## config.mk

```make
export PLATFORM = sky130hd
export DESIGN_NAME = song_sequencer_flat
export DESIGN_NICKNAME = d
export VERILOG_FILES = /design/src/rtl/song_pkg.sv /design/src/rtl/song_sequencer_if.sv /design/src/rtl/song_rom.sv /design/src/rtl/song_sequencer.sv /design/src/flat_wrapper.sv
export SDC_FILE = /design/constraint.sdc
export NUM_CORES = 1
export LEC_CHECK = 0
export ABC_AREA = 1
export CORE_MARGIN = 2
export CORE_UTILIZATION = 57
export DETAILED_ROUTE_END_ITERATION = 7
export HOLD_SLACK_MARGIN = 0.02
export PLACE_DENSITY = 0.83
export SLEW_MARGIN = 20
export SYNTH_ARGS = -nofsm -noshare
export SYNTH_HDL_FRONTEND = slang
export SYNTH_SLANG_ARGS = --single-unit
```

## constraint.sdc

```tcl
create_clock -name CLK -period 4.45 [get_ports CLK]
set_input_delay 0.445 -clock CLK [delete_from_list [all_inputs] [get_ports CLK]]
set_output_delay 0.445 -clock CLK [all_outputs]
set_load 0.01 [all_outputs]
```

## src/rtl/song_pkg.sv

```systemverilog
// song_pkg: constants and helpers shared by the song sequencer and the
// piano top level (note mux, segDisplay, notes).
//   - note_e  : 4-bit note codes, REST=0, C4=1 .. C5=8
//   - state_e : sequencer FSM state encodings
//   - note_to_led() : note code -> one-hot LED (C4 -> bit 7 .. C5 -> bit 0)
package song_pkg;

  localparam int SONG_LEN_DEF = 15;
  localparam int DUR_W_DEF    = 3;

  typedef enum logic [3:0] {
    REST = 4'd0,
    C4   = 4'd1,
    D4   = 4'd2,
    E4   = 4'd3,
    F4   = 4'd4,
    G4   = 4'd5,
    A4   = 4'd6,
    B4   = 4'd7,
    C5   = 4'd8
  } note_e;

  typedef enum logic [1:0] {
    S_IDLE   = 2'd0,
    S_PLAY   = 2'd1,
    S_PAUSED = 2'd2,
    S_DONE   = 2'd3
  } state_e;

  // Low notes light the left-most LED; REST and illegal codes light nothing.
  function automatic logic [7:0] note_to_led(input logic [3:0] n);
    logic [7:0] led;
    led = 8'h00;
    case (n)
      4'd1: led = 8'b1000_0000;
      4'd2: led = 8'b0100_0000;
      4'd3: led = 8'b0010_0000;
      4'd4: led = 8'b0001_0000;
      4'd5: led = 8'b0000_1000;
      4'd6: led = 8'b0000_0100;
      4'd7: led = 8'b0000_0010;
      4'd8: led = 8'b0000_0001;
      default: led = 8'h00;
    endcase
    return led;
  endfunction

endpackage

```

## src/rtl/song_sequencer_if.sv

```systemverilog
// song_sequencer_if: control pulses into the sequencer and its registered
// outputs.
//   BEAT/START/STOP/PAUSE : one-CLK pulses from the clock manager / buttons
//   note[3:0], Led[7:0]   : current note code and its one-hot LED pattern
//   playing, done         : status flags
// master = the driver of the control pulses, slave = song_sequencer.
interface song_sequencer_if;
  logic       BEAT;
  logic       START;
  logic       STOP;
  logic       PAUSE;
  logic [3:0] note;
  logic [7:0] Led;
  logic       playing;
  logic       done;

  modport master (output BEAT, START, STOP, PAUSE,
                  input  note, Led, playing, done);
  modport slave  (input  BEAT, START, STOP, PAUSE,
                  output note, Led, playing, done);
endinterface

```

## src/rtl/song_rom.sv

```systemverilog
// song_rom: combinational song table (Ode to Joy, phrase 1).
//   idx_i  : entry index 0..SONG_LEN-1
//   note_o : note code of the entry (REST for out-of-range indices)
//   dur_o  : entry duration in tempo ticks
module song_rom
  import song_pkg::*;
#(
  parameter int SONG_LEN = SONG_LEN_DEF,
  parameter int DUR_W    = DUR_W_DEF,
  localparam int IDX_W   = (SONG_LEN > 1) ? $clog2(SONG_LEN) : 1
) (
  input  logic [IDX_W-1:0] idx_i,
  output logic [3:0]       note_o,
  output logic [DUR_W-1:0] dur_o
);

  always_comb begin
    note_o = REST;
    dur_o  = DUR_W'(1);
    case (int'(idx_i))
      0:  begin note_o = E4; dur_o = DUR_W'(2); end
      1:  begin note_o = E4; dur_o = DUR_W'(2); end
      2:  begin note_o = F4; dur_o = DUR_W'(2); end
      3:  begin note_o = G4; dur_o = DUR_W'(2); end
      4:  begin note_o = G4; dur_o = DUR_W'(2); end
      5:  begin note_o = F4; dur_o = DUR_W'(2); end
      6:  begin note_o = E4; dur_o = DUR_W'(2); end
      7:  begin note_o = D4; dur_o = DUR_W'(2); end
      8:  begin note_o = C4; dur_o = DUR_W'(2); end
      9:  begin note_o = C4; dur_o = DUR_W'(2); end
      10: begin note_o = D4; dur_o = DUR_W'(2); end
      11: begin note_o = E4; dur_o = DUR_W'(2); end
      12: begin note_o = E4; dur_o = DUR_W'(3); end
      13: begin note_o = D4; dur_o = DUR_W'(1); end
      14: begin note_o = D4; dur_o = DUR_W'(4); end
      default: begin note_o = REST; dur_o = DUR_W'(1); end
    endcase
  end

endmodule

```

## src/rtl/song_sequencer.sv

```systemverilog
// song_sequencer: autoplay source for the piano top level. Steps through
// song_rom on BEAT ticks and emits registered note / Led / status outputs.
//   CLK   : system clock
//   RESET : synchronous, active-high reset
//   bus   : song_sequencer_if.slave (BEAT/START/STOP/PAUSE in,
//           note/Led/playing/done out)
// Build option: define SONG_LOOP_EN to loop the song forever instead of
// stopping in DONE at the end.
module song_sequencer
  import song_pkg::*;
#(
  parameter int SONG_LEN = SONG_LEN_DEF,
  parameter int DUR_W    = DUR_W_DEF,
  localparam int IDX_W   = (SONG_LEN > 1) ? $clog2(SONG_LEN) : 1
) (
  input  logic              CLK,
  input  logic              RESET,
  song_sequencer_if.slave   bus
);

  localparam logic [IDX_W-1:0] IDX_LAST = IDX_W'(SONG_LEN - 1);

  state_e           state_q, state_d;
  logic [IDX_W-1:0] idx_q,   idx_d;
  logic [DUR_W-1:0] cnt_q,   cnt_d;
  // Effective duration of the entry at idx_q, loaded alongside idx so the
  // ROM is only looked up once, at the next-state index.
  logic [DUR_W-1:0] dur_q,   dur_d;
  logic [3:0]       note_q,  note_d;
  logic [7:0]       led_q,   led_d;
  logic             playing_q, playing_d;
  logic             done_q,    done_d;

  logic [3:0]       rom_note;
  logic [DUR_W-1:0] rom_dur;
  logic             last_tick;
  logic             gap_d;

  song_rom #(.SONG_LEN(SONG_LEN), .DUR_W(DUR_W)) u_rom (
    .idx_i  (idx_d),
    .note_o (rom_note),
    .dur_o  (rom_dur)
  );

  // A zero duration in the table would never terminate; play it as 1 tick.
  assign dur_d     = (rom_dur == '0) ? DUR_W'(1) : rom_dur;
  assign last_tick = (cnt_q == dur_q - DUR_W'(1));
  // Last tick of a multi-tick entry is silent so repeated notes separate.
  assign gap_d     = (dur_d >= DUR_W'(2)) && (cnt_d == dur_d - DUR_W'(1));

  always_comb begin
    state_d = state_q;
    idx_d   = idx_q;
    cnt_d   = cnt_q;
    // STOP in IDLE is a no-op and must not mask a simultaneous START.
    if (bus.STOP && state_q != S_IDLE) begin
      state_d = S_IDLE;
      idx_d   = '0;
      cnt_d   = '0;
    end else if (bus.START) begin
      state_d = S_PLAY;
      idx_d   = '0;
      cnt_d   = '0;
    end else if (bus.PAUSE && state_q == S_PLAY) begin
      state_d = S_PAUSED;
    end else if (bus.PAUSE && state_q == S_PAUSED) begin
      state_d = S_PLAY;
    end else if (bus.BEAT && state_q == S_PLAY) begin
      if (last_tick) begin
        cnt_d = '0;
        if (idx_q == IDX_LAST) begin
`ifdef SONG_LOOP_EN
          idx_d = '0;
`else
          state_d = S_DONE;
`endif
        end else begin
          idx_d = idx_q + IDX_W'(1);
        end
      end else begin
        cnt_d = cnt_q + DUR_W'(1);
      end
    end
  end

  // Outputs are decoded from next state so they land on the same edge as
  // the state change.
  always_comb begin
    note_d = REST;
    if (state_d == S_PLAY && !gap_d) note_d = rom_note;
    led_d     = note_to_led(note_d);
    playing_d = (state_d == S_PLAY);
    done_d    = (state_d == S_DONE);
  end

  always_ff @(posedge CLK) begin
    if (RESET) begin
      state_q   <= S_IDLE;
      idx_q     <= '0;
      cnt_q     <= '0;
      dur_q     <= DUR_W'(1);
      note_q    <= '0;
      led_q     <= '0;
      playing_q <= 1'b0;
      done_q    <= 1'b0;
    end else begin
      state_q   <= state_d;
      idx_q     <= idx_d;
      cnt_q     <= cnt_d;
      dur_q     <= dur_d;
      note_q    <= note_d;
      led_q     <= led_d;
      playing_q <= playing_d;
      done_q    <= done_d;
    end
  end

  assign bus.note    = note_q;
  assign bus.Led     = led_q;
  assign bus.playing = playing_q;
  assign bus.done    = done_q;

endmodule

```

## src/flat_wrapper.sv

```systemverilog
// flat-port wrapper written by rule: the top's interface ports become plain ports
module song_sequencer_flat import song_pkg::*;
#(
  parameter int SONG_LEN = SONG_LEN_DEF,
  parameter int DUR_W    = DUR_W_DEF,
  localparam int IDX_W   = (SONG_LEN > 1) ? $clog2(SONG_LEN) : 1
)
  (CLK, RESET, bus_BEAT, bus_START, bus_STOP, bus_PAUSE, bus_note, bus_Led, bus_playing, bus_done);
  song_sequencer_if bus_i ();
  input  logic CLK;
  input  logic RESET;
  input wire logic [$bits(bus_i.BEAT)-1:0] bus_BEAT;
  input wire logic [$bits(bus_i.START)-1:0] bus_START;
  input wire logic [$bits(bus_i.STOP)-1:0] bus_STOP;
  input wire logic [$bits(bus_i.PAUSE)-1:0] bus_PAUSE;
  output wire logic [$bits(bus_i.note)-1:0] bus_note;
  output wire logic [$bits(bus_i.Led)-1:0] bus_Led;
  output wire logic [$bits(bus_i.playing)-1:0] bus_playing;
  output wire logic [$bits(bus_i.done)-1:0] bus_done;
  assign bus_i.BEAT = bus_BEAT;
  assign bus_i.START = bus_START;
  assign bus_i.STOP = bus_STOP;
  assign bus_i.PAUSE = bus_PAUSE;
  assign bus_note = bus_i.note;
  assign bus_Led = bus_i.Led;
  assign bus_playing = bus_i.playing;
  assign bus_done = bus_i.done;
  song_sequencer #(.SONG_LEN(SONG_LEN), .DUR_W(DUR_W)) u_core (.CLK(CLK), .RESET(RESET), .bus(bus_i));
endmodule
```

==> results.json <==
{
  "cts_setup_buffers": 0,
  "areaGrowthSynthToFinish_pct": 17.1,
  "clock.fmax_mhz": 360,
  "yosys.area_share.simple_pct": 45.7,
  "synth_seq_cells": 24,
  "ys_seq_area_share_pct": 34.1,
  "wirelength_mm": 2.60,
  "cpPeakStageDelay_ps": 350,
  "io-pin-count": 20,
  "path_class": "register to register",
  "slew_violations": 0,
  "status": "finished, final reports clean",
  "final_antenna_net_count": 0,
  "setup_slack_ps": 1670,
  "clkSinkCount": 24,
  "synth_cells": 193,
  "grt_pass1_vias": 1062,
  "crit_chain": "inv_1, ha_1, nand2_1, nand2_2, nor2_8, nand2_2, o21ai_2, nor2_2, nor2_4, nand3_2, ha_1, xnor2_1, nand2_1, nor2_2, nand2_2, nand3_1, nor2_1",
  "r2r_setup_slack_ps": 1670,
  "coreArea_um2": 2410,
  "crit_fanout": 9,
  "cts-root-buf": "clkbuf_4",
  "tightestPinTransition_ps": 511,
  "dr_total_vias": 1204,
  "arrival_ps": 3000,
  "n_antenna_cell": 0,
  "grt_setup_unrepaired": "false",
  "synthAdderAreaFrac_pct": 4.44,
  "dp_slack_ps": 1460,
  "grt_pass1_wl_mm": 4.32,
  "power.density_nw_per_um2": 264,
  "nets": 225,
  "drc": 0,
  "finClkSkew_ps": 4.39,
  "fin_crit_ps": 2780,
  "top_layer_used": "met4",
  "hold_path_end": "u_core.cnt_q[1]",
  "drv_cap": 0,
  "reg2reg_depth": 17,
  "synth-xor-area-share_pct": 0.621,
  "numCtsBuffers": 3,
  "die_x_um": 53.7,
  "worst_setup_path_end_kind": "register",
  "wl_per_cell_um": 10.7,
  "antenna_found_initial": 0,
  "path_clk_slew_ps": 120,
  "cts_resized": 0,
  "synth.yosys.warnings": 0,
  "avgViaCountPerCell": 4.95,
  "timing.rr.start": "u_core.dur_q[0]",
  "gp_congestion": 0.767,
  "route.met3.wl_um": 76,
  "crit_required_ps": 4670,
  "synth_cell_types": 27,
  "hp-class": "register to register",
  "cp-start-kind": "register",
  "hold_viol": 0,
  "port_buffers": 17,
  "synth.area.mux_share_pct": 0,
  "grt_util_all_layers_pct": 20.2,
  "setup_viol": 0,
  "register_area_um2": 480,
  "grt-ovfl-total": 0,
  "syn_area_um2": 1410,
  "n_fill_cell": 200,
  "fin_crit_sh_pct": 62.5,
  "synth_top_family_by_area": "simple AND/OR/NAND/NOR gates",
  "row_count": 18,
  "crit_buf_inv": 1,
  "hold_buffers": 0,
  "grt_max_degree": 16,
  "drive_gt1_share_pct": 16.0,
  "clockBufferDepth": 2,
  "p_leak_nw": 0.768,
  "multiInputGateArea_um2": 787,
  "die_h_um": 53.7,
  "synth_compound_area_share_pct": 3.99,
  "r2r-end": "u_core.bus.Led[4]",
  "dpl.hpwl_mm": 2.09,
  "path_common_cell": "nand2_2",
  "wl_met2_mm": 1.25,
  "crit_slowest_cell": "dfxtp_1",
  "syn_area_per_cell_um2": 7.31,
  "worst_slew_margin_rel_pct": 65.8,
  "cts_tree": "done",
  "cts-htree-levels": 1,
  "peakVddDrop_mv": 0.240,
  "drt-initial-drc-count": 18,
  "clock_latency_ps": 310,
  "dr.pass1.iters": 4,
  "min_from": "u_core.cnt_q[1]",
  "die_area_um2": 2890,
  "path_delay_family": "simple AND/OR/NAND/NOR gates",
  "whs_path_depth": 4,
  "finalSetupTns_ps": 0,
  "wl_met1_mm": 1.25,
  "initial_core_util_pct": 58.5
}
[cells in the mapped netlist (all sizes together)]
cell / count / area (µm²)
a21oi: 2 / 10.0
o22ai: 1 / 6.26
o21ai: 6 / 33.8
nand3: 20 / 130
clkbuf: 1 / 3.75
nand2: 50 / 233
inv: 33 / 124
nand4: 9 / 71.3
conb: 1 / 3.75
ha: 5 / 62.6
xnor2: 1 / 8.76
dfxtp: 24 / 480
nor3: 3 / 15.0
buf: 3 / 26.3
nor2: 33 / 195
a31oi: 1 / 6.26
[stage by stage]
| stage | power [W] | cell area, µm² | hold slack [ps] | util, % | instances |
|---|---|---|---|---|---|
| 2_1_floorplan | 0.000269 | 1420 | 523 | - | 196 |
| 3_3_place_gp | 0.000287 | 1600 | 663 | 66.4 | 239 |
| 3_5_place_dp | 0.000289 | 1600 | 679 | 66.4 | 239 |
| 4_1_cts | 0.000440 | 1650 | 699 | 68.5 | 243 |
| 5_1_grt | 0.000452 | 1650 | 775 | 68.5 | 243 |
| 6_report | 0.000436 | 1650 | 694 | 68.5 | 243 |
[kinds of logic after synthesis]
kind of cell | after synthesis
buffers and inverters | 37
and+or+nand+nor | 115
other | 1
xor gates and xnor gates | 1
DFF | 24
AOI/OAI and AO/OA | 10
adders and majority gates | 5
[how the worst max path moves through the flow]
stage | startpoint | endpoint | slack (ps) | cells after the start
CTS | u_core.dur_q[0] | u_core.bus.Led[4] | 1690 | 17
detailed placement | bus_BEAT | u_core.bus.Led[4] | 1460 | 18
finish | u_core.dur_q[0] | u_core.bus.Led[4] | 1670 | 17
global route | u_core.dur_q[0] | u_core.bus.Led[4] | 1490 | 22
floorplan | u_core.dur_q[0] | u_core.bus.Led[4] | 2020 | 21
global placement | bus_BEAT | u_core.bus.Led[4] | 1550 | 18
[state kept, by name, summed over array words and instances, names as in the netlist]
name / cells
u_core.bus.Led: 7
u_core.bus.note: 3
u_core.state_q: 2
u_core.bus.playing: 1
u_core.cnt_q: 3
u_core.bus.done: 1
u_core.dur_q: 3
u_core.idx_q: 4
[area by class of cell]
cell class / count / area share, %
multi-input cells: 135 / 47.7
flip-flops and latches: 24 / 29.1
repair buffers: 17 / 10.3
inverters: 33 / 7.50
well taps: 30 / 2.27
clock inverters: 1 / 1.82
clock buffers: 3 / 1.36
[worst register-to-register path, stage by stage (launching register included)]
cell     delay, ps
dfxtp_1        350
inv_1           60
ha_1           310
nand2_1         90
nand2_2         90
nor2_8         200
nand2_2        120
o21ai_2        140
nor2_2          70
nor2_4         180
nand3_2        120
ha_1           330
xnor2_1        200
nand2_1         90
nor2_2         110
nand2_2         80
nand3_1        100
nor2_1          50
[placed cells by master, fill, tap and decap left out, types with 5 or more instances in the layout]
master / instances
clkdlybuf4s50_1: 17
nand2_2: 6
nand4_1: 8
nand2_1: 40
ha_1: 5
nand3_2: 6
nand3_1: 14
dfxtp_1: 24
inv_1: 29
nor2_1: 25
[power by group]
group	switching (W)	internal, W	leakage [nW]	total (W)
Combinational	0.0000364	0.0000232	0.544	0.0000596
Sequential	0.00000317	0.000221	0.196	0.000225
Clock	0.0000608	0.0000911	0.0279	0.000152
Total	0.000100	0.000336	0.768	0.000436
[metal layers]
metal	vias up	global-route usage (%)
li1	639	-
met1	539	25.0
met2	22	36.6
met3	4	1.67
met4	0	6.41
met5	-	0
Note: power is estimated with default switching activity, not from simulation.
